File: src/rtl/tpu_pkg.sv
// Shared types and constants for the TPU tile matrix-multiply controller.
// Controller state encoding, index-width helper and default wrapper dimensions.
package tpu_pkg;

    localparam int DEF_N  = 2;
    localparam int DEF_DW = 8;

    typedef enum logic [1:0] {
        IDLE    = 2'd0,
        COMPUTE = 2'd1,
        DONE    = 2'd2
    } state_t;

    function automatic int idx_w(input int n);
        return (n * n > 1) ? $clog2(n * n) : 1;
    endfunction

endpackage

File: src/rtl/matmul_ctrl_if.sv
// Load / start / read handshake bundle between the tile wrapper and matmul_ctrl.
interface matmul_ctrl_if
    import tpu_pkg::*;
#(
    parameter int N     = DEF_N,
    parameter int DW    = DEF_DW,
    parameter int ACC_W = 2 * DW + $clog2(N),
    parameter int IW    = idx_w(N)
);

    logic             load_en;
    logic             load_sel_ab;
    logic [IW-1:0]    load_index;
    logic [DW-1:0]    in_data;
    logic             start;
    logic             output_en;
    logic [IW-1:0]    output_sel;
    logic [ACC_W-1:0] out_data;
    logic             busy;
    logic             done;

    modport master (
        output load_en, load_sel_ab, load_index, in_data, start, output_en, output_sel,
        input  out_data, busy, done
    );

    modport slave (
        input  load_en, load_sel_ab, load_index, in_data, start, output_en, output_sel,
        output out_data, busy, done
    );

endinterface

File: src/rtl/matmul_mac.sv
// Combinational DW x DW multiply with ACC_W accumulate.
// TPU_SIGNED_EN selects two's-complement operands with sign-extended products.
module matmul_mac #(
    parameter int DW    = 8,
    parameter int ACC_W = 17
) (
    input  logic [DW-1:0]    a,
    input  logic [DW-1:0]    b,
    input  logic [ACC_W-1:0] acc_in,
    input  logic             clear,
    output logic [ACC_W-1:0] acc_out
);

    logic [2*DW-1:0]  prod;
    logic [ACC_W-1:0] prod_ext;

    always_comb begin
`ifdef TPU_SIGNED_EN
        prod     = $signed(a) * $signed(b);
        prod_ext = {{(ACC_W - 2 * DW){prod[2*DW-1]}}, prod};
`else
        prod     = a * b;
        prod_ext = ACC_W'(prod);
`endif
        acc_out  = (clear ? '0 : acc_in) + prod_ext;
    end

endmodule

File: src/rtl/matmul_ctrl.sv
// N x N matrix-multiply controller: operand storage, i/j/k sequencing and result readback.
// Optional signed arithmetic via TPU_SIGNED_EN (handled in matmul_mac).
module matmul_ctrl
    import tpu_pkg::*;
#(
    parameter int N     = DEF_N,
    parameter int DW    = DEF_DW,
    parameter int ACC_W = 2 * DW + $clog2(N),
    parameter int IW    = idx_w(N)
) (
    input  logic           clk,
    input  logic           rst_n,
    matmul_ctrl_if.slave   bus
);

    localparam int unsigned NN   = N * N;
    localparam int          CW   = (N > 1) ? $clog2(N) : 1;
    localparam logic [CW-1:0] LAST = CW'(N - 1);

    state_t state_q, state_d;

    logic [DW-1:0]    mat_a [NN];
    logic [DW-1:0]    mat_b [NN];
    logic [ACC_W-1:0] mat_c [NN];

    logic [CW-1:0]    i_q, j_q, k_q;
    logic [ACC_W-1:0] acc_q, acc_nxt;
    logic [IW-1:0]    a_idx, b_idx, c_idx;
    logic             idle_like, load_ok, read_ok, k_last, j_last, i_last;

    assign idle_like = (state_q != COMPUTE);
    assign load_ok   = idle_like && bus.load_en && (int'(bus.load_index) < int'(NN));
    assign read_ok   = (int'(bus.output_sel) < int'(NN));
    assign k_last    = (k_q == LAST);
    assign j_last    = (j_q == LAST);
    assign i_last    = (i_q == LAST);
    assign a_idx     = IW'(int'(i_q) * N + int'(k_q));
    assign b_idx     = IW'(int'(k_q) * N + int'(j_q));
    assign c_idx     = IW'(int'(i_q) * N + int'(j_q));
    assign bus.busy  = (state_q == COMPUTE);
    assign bus.done  = (state_q == DONE);

    matmul_mac #(
        .DW    (DW),
        .ACC_W (ACC_W)
    ) u_mac (
        .a       (mat_a[a_idx]),
        .b       (mat_b[b_idx]),
        .acc_in  (acc_q),
        .clear   (k_q == '0),
        .acc_out (acc_nxt)
    );

    // start outranks a same-cycle load for the next state; the load still lands
    always_comb begin
        state_d = state_q;
        unique case (state_q)
            IDLE, DONE: begin
                if (bus.start)
                    state_d = COMPUTE;
                else if (load_ok && state_q == DONE)
                    state_d = IDLE;
            end
            COMPUTE: begin
                if (i_last && j_last && k_last)
                    state_d = DONE;
            end
            default: state_d = IDLE;
        endcase
    end

    always_ff @(posedge clk or negedge rst_n) begin
        if (!rst_n)
            state_q <= IDLE;
        else
            state_q <= state_d;
    end

    always_ff @(posedge clk or negedge rst_n) begin
        if (!rst_n) begin
            for (int unsigned e = 0; e < NN; e++) begin
                mat_a[e] <= '0;
                mat_b[e] <= '0;
                mat_c[e] <= '0;
            end
        end else begin
            if (load_ok) begin
                if (bus.load_sel_ab)
                    mat_b[bus.load_index] <= bus.in_data;
                else
                    mat_a[bus.load_index] <= bus.in_data;
            end
            if (state_q == COMPUTE && k_last)
                mat_c[c_idx] <= acc_nxt;
        end
    end

    // counters wrap to zero on the final term, so every compute begins at (0,0,0)
    always_ff @(posedge clk or negedge rst_n) begin
        if (!rst_n) begin
            i_q   <= '0;
            j_q   <= '0;
            k_q   <= '0;
            acc_q <= '0;
        end else if (state_q == COMPUTE) begin
            acc_q <= acc_nxt;
            if (k_last) begin
                k_q <= '0;
                if (j_last) begin
                    j_q <= '0;
                    i_q <= i_last ? '0 : i_q + 1'b1;
                end else begin
                    j_q <= j_q + 1'b1;
                end
            end else begin
                k_q <= k_q + 1'b1;
            end
        end
    end

    always_ff @(posedge clk or negedge rst_n) begin
        if (!rst_n)
            bus.out_data <= '0;
        else if (idle_like && bus.output_en)
            bus.out_data <= read_ok ? mat_c[bus.output_sel] : '0;
    end

endmodule

File: src/flat_wrapper.sv
// flat-port wrapper written by rule: the top's interface ports become plain ports
module matmul_ctrl_flat import tpu_pkg::*;
#(
    parameter int N     = DEF_N,
    parameter int DW    = DEF_DW,
    parameter int ACC_W = 2 * DW + $clog2(N),
    parameter int IW    = idx_w(N)
)
  (clk, rst_n, bus_load_en, bus_load_sel_ab, bus_load_index, bus_in_data, bus_start, bus_output_en, bus_output_sel, bus_out_data, bus_busy, bus_done);
  matmul_ctrl_if #(.N(N), .DW(DW), .ACC_W(ACC_W), .IW(IW)) bus_i ();
  input  logic clk;
  input  logic rst_n;
  input wire logic [$bits(bus_i.load_en)-1:0] bus_load_en;
  input wire logic [$bits(bus_i.load_sel_ab)-1:0] bus_load_sel_ab;
  input wire logic [$bits(bus_i.load_index)-1:0] bus_load_index;
  input wire logic [$bits(bus_i.in_data)-1:0] bus_in_data;
  input wire logic [$bits(bus_i.start)-1:0] bus_start;
  input wire logic [$bits(bus_i.output_en)-1:0] bus_output_en;
  input wire logic [$bits(bus_i.output_sel)-1:0] bus_output_sel;
  output wire logic [$bits(bus_i.out_data)-1:0] bus_out_data;
  output wire logic [$bits(bus_i.busy)-1:0] bus_busy;
  output wire logic [$bits(bus_i.done)-1:0] bus_done;
  assign bus_i.load_en = bus_load_en;
  assign bus_i.load_sel_ab = bus_load_sel_ab;
  assign bus_i.load_index = bus_load_index;
  assign bus_i.in_data = bus_in_data;
  assign bus_i.start = bus_start;
  assign bus_i.output_en = bus_output_en;
  assign bus_i.output_sel = bus_output_sel;
  assign bus_out_data = bus_i.out_data;
  assign bus_busy = bus_i.busy;
  assign bus_done = bus_i.done;
  matmul_ctrl #(.N(N), .DW(DW), .ACC_W(ACC_W), .IW(IW)) u_core (.clk(clk), .rst_n(rst_n), .bus(bus_i));
endmodule
File: config.mk
export PLATFORM = sky130hd
export DESIGN_NAME = matmul_ctrl_flat
export DESIGN_NICKNAME = d
export VERILOG_FILES = /design/src/rtl/tpu_pkg.sv /design/src/rtl/matmul_ctrl_if.sv /design/src/rtl/matmul_mac.sv /design/src/rtl/matmul_ctrl.sv /design/src/flat_wrapper.sv
export SDC_FILE = /design/constraint.sdc
export NUM_CORES = 1
export LEC_CHECK = 0
export CAP_MARGIN = 10
export CELL_PAD_IN_SITES_DETAIL_PLACEMENT = 1
export CELL_PAD_IN_SITES_GLOBAL_PLACEMENT = 1
export CORE_UTILIZATION = 54
export DETAILED_ROUTE_END_ITERATION = 6
export GPL_ROUTABILITY_DRIVEN = 0
export HOLD_SLACK_MARGIN = 0.1
export PLACE_DENSITY_LB_ADDON = 0.15
export SLEW_MARGIN = 40
export SYNTH_ARGS = -nofsm -noshare
export SYNTH_HDL_FRONTEND = slang
export SYNTH_SLANG_ARGS = --single-unit
File: constraint.sdc
create_clock -name clk -period 15.5 [get_ports clk]
set_input_delay 2.325 -clock clk [delete_from_list [all_inputs] [get_ports clk]]
set_output_delay 2.325 -clock clk [all_outputs]
set_load 0.02 [all_outputs]
==> reports/results.txt, run 1 <==
Fin crit share: 0.398
Initial antenna violation count: 0
Final setup viols: 0
CP required: 15.79 ns
Total CTS buffers: 17
Mean Syn Cell Area: 11.7 µm²
First-pass GRT wire length: 41.8 mm
Port bufs: 36
Clock root buffer: clkbuf_16
Setup TNS: 0 ns
Total GRT Usage: 0.301
Clock Pin Slew Worst Setup and Hold Paths: 0.07 ns
Clock tree buffer depth: 2
Max Freq: 0.162 GHz
Clock Latency Late Sink: 0.44 ns
Routed wire per std cell: 22.9 µm
Hold-fix buffers, CTS: 0
Max cap viols: 0
DRC: 0
Reg area: 4280 µm²
Cell taking the most area after synthesis: dfrtp_1
Number of post-CTS setup repair buffers: 0
Synthesis Warnings: 0
First-pass iteration count of the detailed router: 4
Synth Instances: 843
Via density per instance: 5.94
Post-DP HPWL: 17.7 mm
Worst Hold Class: reg2reg
Post-layout min period: 6.16 ns
Die height: 137 µm
# fillers: 1773
Ys async rst share: 1.00
Routed Antenna Nets: 0
Layout cells sized above 1: 0.210
Total clock sinks: 171
Via count: 6609
Final hold violations: 0
Critical Path End Type: flip-flop
Cell Rows: 48
Startpoint types: flip-flop
DIE WIDTH: 137 µm
# nets final: 980
Largest net degree at the start of global routing: 103
Number of synthesized flops with an enable pin: 0
Num ports: 37
Multi-input logic area: 5110 µm²
Sequential area share after synthesis: 0.435
Area of the core: 17500 µm²
H-tree Lvls: 4
Syn_nets: 949
Number of global-route vias before repair: 7713
Starting DRT DRC Count: 317
Unique cell type count in the Yosys netlist: 48
Top-count cell post-synth: dfrtp_1
Gates resized, CTS repair: 0
#FFs+latches synth: 171
Clk_skew: 0.00797 ns
RSZ-0062 raised after global routing: no
Max_slew headroom: 0.484
Post-Route WL: 25.5 mm
Worst-margin pin slew: 0.771 ns
Top post-synthesis cells by area: dfrtp_1 44%, mux2_2 12%, fa_1 10%, mux4_2 7.6%, nand2_1 5.3%
Initial Util: 0.561
Ys flop type: dfrtp_1
WP data arrival: 6.45 ns
Crit Path Max Fanout: 36
Status: finished clean
Post-Syn Area: 9830 µm²
Die area: 18700 µm²
Crit Path Category: reg2reg
CTS tree: built
Diodes inserted: 0
GRT Residual Overflow: 0
Top cells by count, synth: 171 x dfrtp_1, 139 x nand2_1, 101 x mux2_2, 83 x inv_1, 54 x o21ai_0
Yosys top cell area share: 0.435
Max-slew violations: 0
P&R area growth vs syn: 11.9%
[cells by family (layout without fill, tap and decap cells)]
logic type               Yosys count  after routing  share of synthesized area
XOR/XNOR                          12             12                     0.0107
adder cells (fa/ha/maj)           88             88                      0.150
buffers and inverters            114            158                     0.0459
AND/OR/NAND/NOR                  234            234                      0.111
AO/OA/AOI/OAI                     88             88                     0.0533
multiplexers                     136            136                      0.193
flip-flops                       171            171                      0.435
[placed cells by master, fill, tap and decap left out, drive strengths merged, types with 2 or more instances in the layout]
master and n:
dfrtp 171, nand2 139, mux2 101, inv 93
o21ai 56, fa 50, and2 47, ha 38
clkdlybuf4s50 34, mux4 33, clkbuf 18, nor2 18
xnor2 9, nand3 8, buf 8, a21oi 7
nand2b 5, nor2b 5, a21o 4, o22ai 4
clkinvlp 4, and3 3, o21bai 3, xor2 3
a31o 3, nand4 2, nor4 2, mux2i 2
nor3 2, or3 2
[per-stage QoR]
| step | instance area (µm²) | worst slack [ns] | std cells | hold WS, ns | util |
|---|---|---|---|---|---|
| 6_report | 11000 | 9.34 | 1112 | 0.485 | 0.627 |
| 2_1_floorplan | 9830 | 10.10 | 843 | 0.438 | - |
| 4_1_cts | 11000 | 9.40 | 1111 | 0.489 | 0.625 |
| 3_3_place_gp | 10400 | 9.70 | 1079 | 0.457 | 0.592 |
| 5_1_grt | 11000 | 9.01 | 1112 | 0.510 | 0.627 |
| 3_5_place_dp | 10400 | 9.42 | 1079 | 0.465 | 0.592 |
[per-layer routing]
layer / vias to the layer above / GRT usage / routed length (µm)
met5: - / 0 / 0
met4: 0 / 0.100 / 505
li1: 2892 / - / -
met3: 41 / 0.0493 / 730
met1: 3547 / 0.381 / 10700
met2: 129 / 0.525 / 13600
[worst max-delay path: stages, from the launching register on]
cell,delay [ns]
dfrtp_1,0.39
buf_4,0.44
mux4_2,0.69
and2_1,0.24
fa_1,0.59
fa_1,0.48
fa_1,0.57
inv_1,0.06
fa_1,0.54
inv_1,0.04
ha_1,0.37
a21oi_1,0.30
nor2_1,0.07
a211oi_1,0.40
nand2_1,0.14
xnor2_1,0.49
o21ai_0,0.18
[worst paths after layout]
path                            slack [ns]  cells past startpoint                to        startpoint
worst max-delay path                  9.34                     16  u_core.mat_c[48]     u_core.k_last
worst min-delay path                  0.48                      2  u_core.mat_c[54]  u_core.mat_c[54]
worst max register to register        9.34                     16  u_core.mat_c[48]     u_core.k_last
worst min register to register        0.48                      2  u_core.mat_c[54]  u_core.mat_c[54]
max in group asynchronous            12.44                      3  u_core.acc_q[11]             rst_n
min in group asynchronous             1.75                      1  u_core.mat_a[21]             rst_n
[registers in the layout, summed over array words and instances, names as in the netlist]
name	count
u_core.acc_q	17
u_core.bus.out_data	17
u_core.i_last	1
u_core.j_last	1
u_core.k_last	1
u_core.mat_a	32
u_core.mat_b	32
u_core.mat_c	68
u_core.state_q	2
[area by class of cell]
cell class                 count  share of cell area
tap                          225              0.0256
inverter                      84              0.0287
multi-input combinational    558               0.465
clock buffer                  18              0.0390
timing repair buffer          42              0.0390
sequential                   171               0.389
clock inverter                14              0.0138
Power of run 1 is left out: the tool's default activity adds up to more than one toggle a clock period on the data nets, which glitch-free logic cannot reach.
==> run 2: changes to the inputs <==
CORE_UTILIZATION = 50   (was 54)
clock period = 6 ns   (was 15.5 ns; I/O delays follow)
==> reports/results.txt, run 2 (synthesis gave the netlist of run 1 again) <==
Status: finished clean (unchanged)
Final hold violations: 0 (unchanged)
RSZ-0062 raised after global routing: no (unchanged)
Cell Rows: 50 (was 48)
Port bufs: 36 (unchanged)
H-tree Lvls: 4 (unchanged)
Reg2reg end: u_core.acc_q[13] (was u_core.mat_c[48])
Routed Antenna Nets: 0 (unchanged)
P&R area growth vs syn: 13.0% (was 11.9%)
# nets final: 983 (was 980)
Cell Count, Final, Fillers Out: 1150 (was 1112)
First-pass GRT wire length: 39.8 mm (was 41.8 mm)
Die area: 20200 µm² (was 18700 µm²)
Starting DRT DRC Count: 253 (was 317)
Max Freq: 0.175 GHz (was 0.162 GHz)
Num ports: 37 (unchanged)
Most used routing layer: met2 (unchanged)
DIE WIDTH: 142 µm (was 137 µm)
GRT Residual Overflow: 0 (unchanged)
WP data arrival: 6.06 ns (was 6.45 ns)
Post-layout min period: 5.71 ns (was 6.16 ns)
GRT met3 Usage: 0.0350 (was 0.0493)
Via density per instance: 5.63 (was 5.94)
Max cap viols: 0 (unchanged)
Final setup viols: 0 (unchanged)
Startpoint types: flip-flop (unchanged)
Total clock sinks: 171 (unchanged)
Highest-count cells in the layout ignoring fill and taps: 169 x dfrtp_1, 137 x nand2_1, 101 x mux2_2 (was 171 x dfrtp_1, 137 x nand2_1, 101 x mux2_2)
Die height: 142 µm (was 137 µm)
Flop2flop setup slack: 0.29 ns (was 9.34 ns)
Total GRT Usage: 0.262 (was 0.301)
CP required: 6.34 ns (was 15.79 ns)
Clock Latency Late Sink: 0.44 ns (about the same)
Diodes inserted: 0 (unchanged)
Largest register by flop count: u_core.mat_c (unchanged)
Max_slew headroom: 0.428 (was 0.484)
Hold-fix buffers, CTS: 0 (unchanged)
Met1 Use GR: 0.339 (was 0.381)
Max reg flops: 68 (unchanged)
DRC: 0 (unchanged)
Area of the core: 19000 µm² (was 17500 µm²)
Clock root buffer: clkbuf_16 (unchanged)
Initial antenna violation count: 0 (unchanged)
RR Startpoint: u_core.k_last (unchanged)
Layout cells sized above 1: 0.218 (was 0.210)
Setup TNS: 0 ns (unchanged)
Critical Path End Type: flip-flop (unchanged)
Crit Path Category: reg2reg (unchanged)
DP Cell Count: 1117 (was 1079)
Routed wire per std cell: 20.7 µm (was 22.9 µm)
Clock Pin Slew Worst Setup and Hold Paths: 0.08 ns (was 0.07 ns)
Crit Path Max Fanout: 38 (was 36)
Number of global-route vias before repair: 7399 (was 7713)
First-pass iteration count of the detailed router: 7 (was 4)
Reg area: 4280 µm² (about the same)
Via count: 6469 (was 6609)
Clk_skew: 0.0212 ns (was 0.00797 ns)
Total CTS buffers: 17 (unchanged)
Commonest non-fill, non-tap cell in the layout: dfrtp_1 (unchanged)
Multi-input logic area: 5120 µm² (was 5110 µm²)
# fillers: 1991 (was 1773)
Worst-margin pin slew: 0.854 ns (was 0.771 ns)
Largest net degree at the start of global routing: 112 (was 103)
Post-DP HPWL: 17.2 mm (was 17.7 mm)
Worst Hold Class: in2async (was reg2reg)
Post-Route WL: 23.8 mm (was 25.5 mm)
Register-to-Register Path Depth: 17 (was 16)
Met2 Use GR: 0.457 (was 0.525)
Largest regs: u_core.mat_c: 68 flops, u_core.mat_a: 32 flops, u_core.mat_b: 32 flops (unchanged)
CTS tree: built (unchanged)
Fin crit share: 0.952 (was 0.398)
Initial Util: 0.517 (was 0.561)
Max-slew violations: 0 (unchanged)
Clock tree buffer depth: 2 (unchanged)
Number of post-CTS setup repair buffers: 0 (unchanged)
Gates resized, CTS repair: 0 (unchanged)
Final Util: 0.584 (was 0.627)
-- run 2: cell count changes in the layout (fill, tap and decap cells not counted), sizes merged --
| cell | delta |
|---|---|
| buf | +3 |
| bufinv | -1 |
| clkinv | +8 |
| inv | -2 |
| clkbuf | -1 |
| clkinvlp | -4 |
-- run 2: final cells by class --
class | count | share of cell area
Multi-Input combinational cell | 558 | 0.461
Timing Repair Buffer | 45 | 0.0418
Clock inverter | 15 | 0.0158
Sequential cell | 171 | 0.385
Clock buffer | 17 | 0.0383
Tap cell | 260 | 0.0293
Inverter | 84 | 0.0284
-- run 2: stage by stage --
stage / setup slack, ns / cell area (µm²) / hold WS [ns]
detailed placement: 0.310 / 10500 / 0.465
finish: 0.286 / 11100 / 0.349
global route: 0.113 / 11100 / 0.362
floorplan: 0.597 / 9830 / 0.438
global placement: 0.468 / 10500 / 0.454
CTS: 0.240 / 11100 / 0.481
-- run 2: how the worst max path moves through the flow --
| stage | from | end | slack [ns] | cells past startpoint |
|---|---|---|---|---|
| floorplan | u_core.k_last | u_core.acc_q[16] | 0.60 | 18 |
| global placement | u_core.j_last | u_core.mat_c[50] | 0.47 | 15 |
| detailed placement | u_core.j_last | u_core.mat_c[50] | 0.31 | 15 |
| CTS | u_core.j_last | u_core.mat_c[30] | 0.24 | 16 |
| global route | u_core.k_last | u_core.mat_c[30] | 0.11 | 17 |
| finish | u_core.k_last | u_core.acc_q[13] | 0.29 | 17 |
-- run 2: metal layers --
| metal | vias to the layer above | share of wire |
|---|---|---|
| li1 | 2896 | - |
| met1 | 3440 | 0.43 |
| met2 | 103 | 0.52 |
| met3 | 30 | 0.026 |
| met4 | 0 | 0.021 |
| met5 | - | 0 |
-- run 2: critical path, stage by stage, from the launching register on --
cell,delay (ns)
dfrtp_1,0.38
buf_12,0.24
mux4_2,0.66
nand2_1,0.14
fa_1,0.46
fa_1,0.56
inv_1,0.06
fa_1,0.53
inv_1,0.05
fa_1,0.53
inv_1,0.04
ha_1,0.36
a21o_1,0.21
a21oi_1,0.25
nand2_1,0.20
a221oi_2,0.37
mux2_2,0.38
o22ai_1,0.18
Power of run 2 is left out for the same reason.
==> run 3: changes to the inputs <==
CAP_MARGIN = not set   (was 10)
==> results of run 3 <==
Same layout as run 2: the final DEF is identical, and so are final timing and power.
Power of run 3 is left out for the same reason.
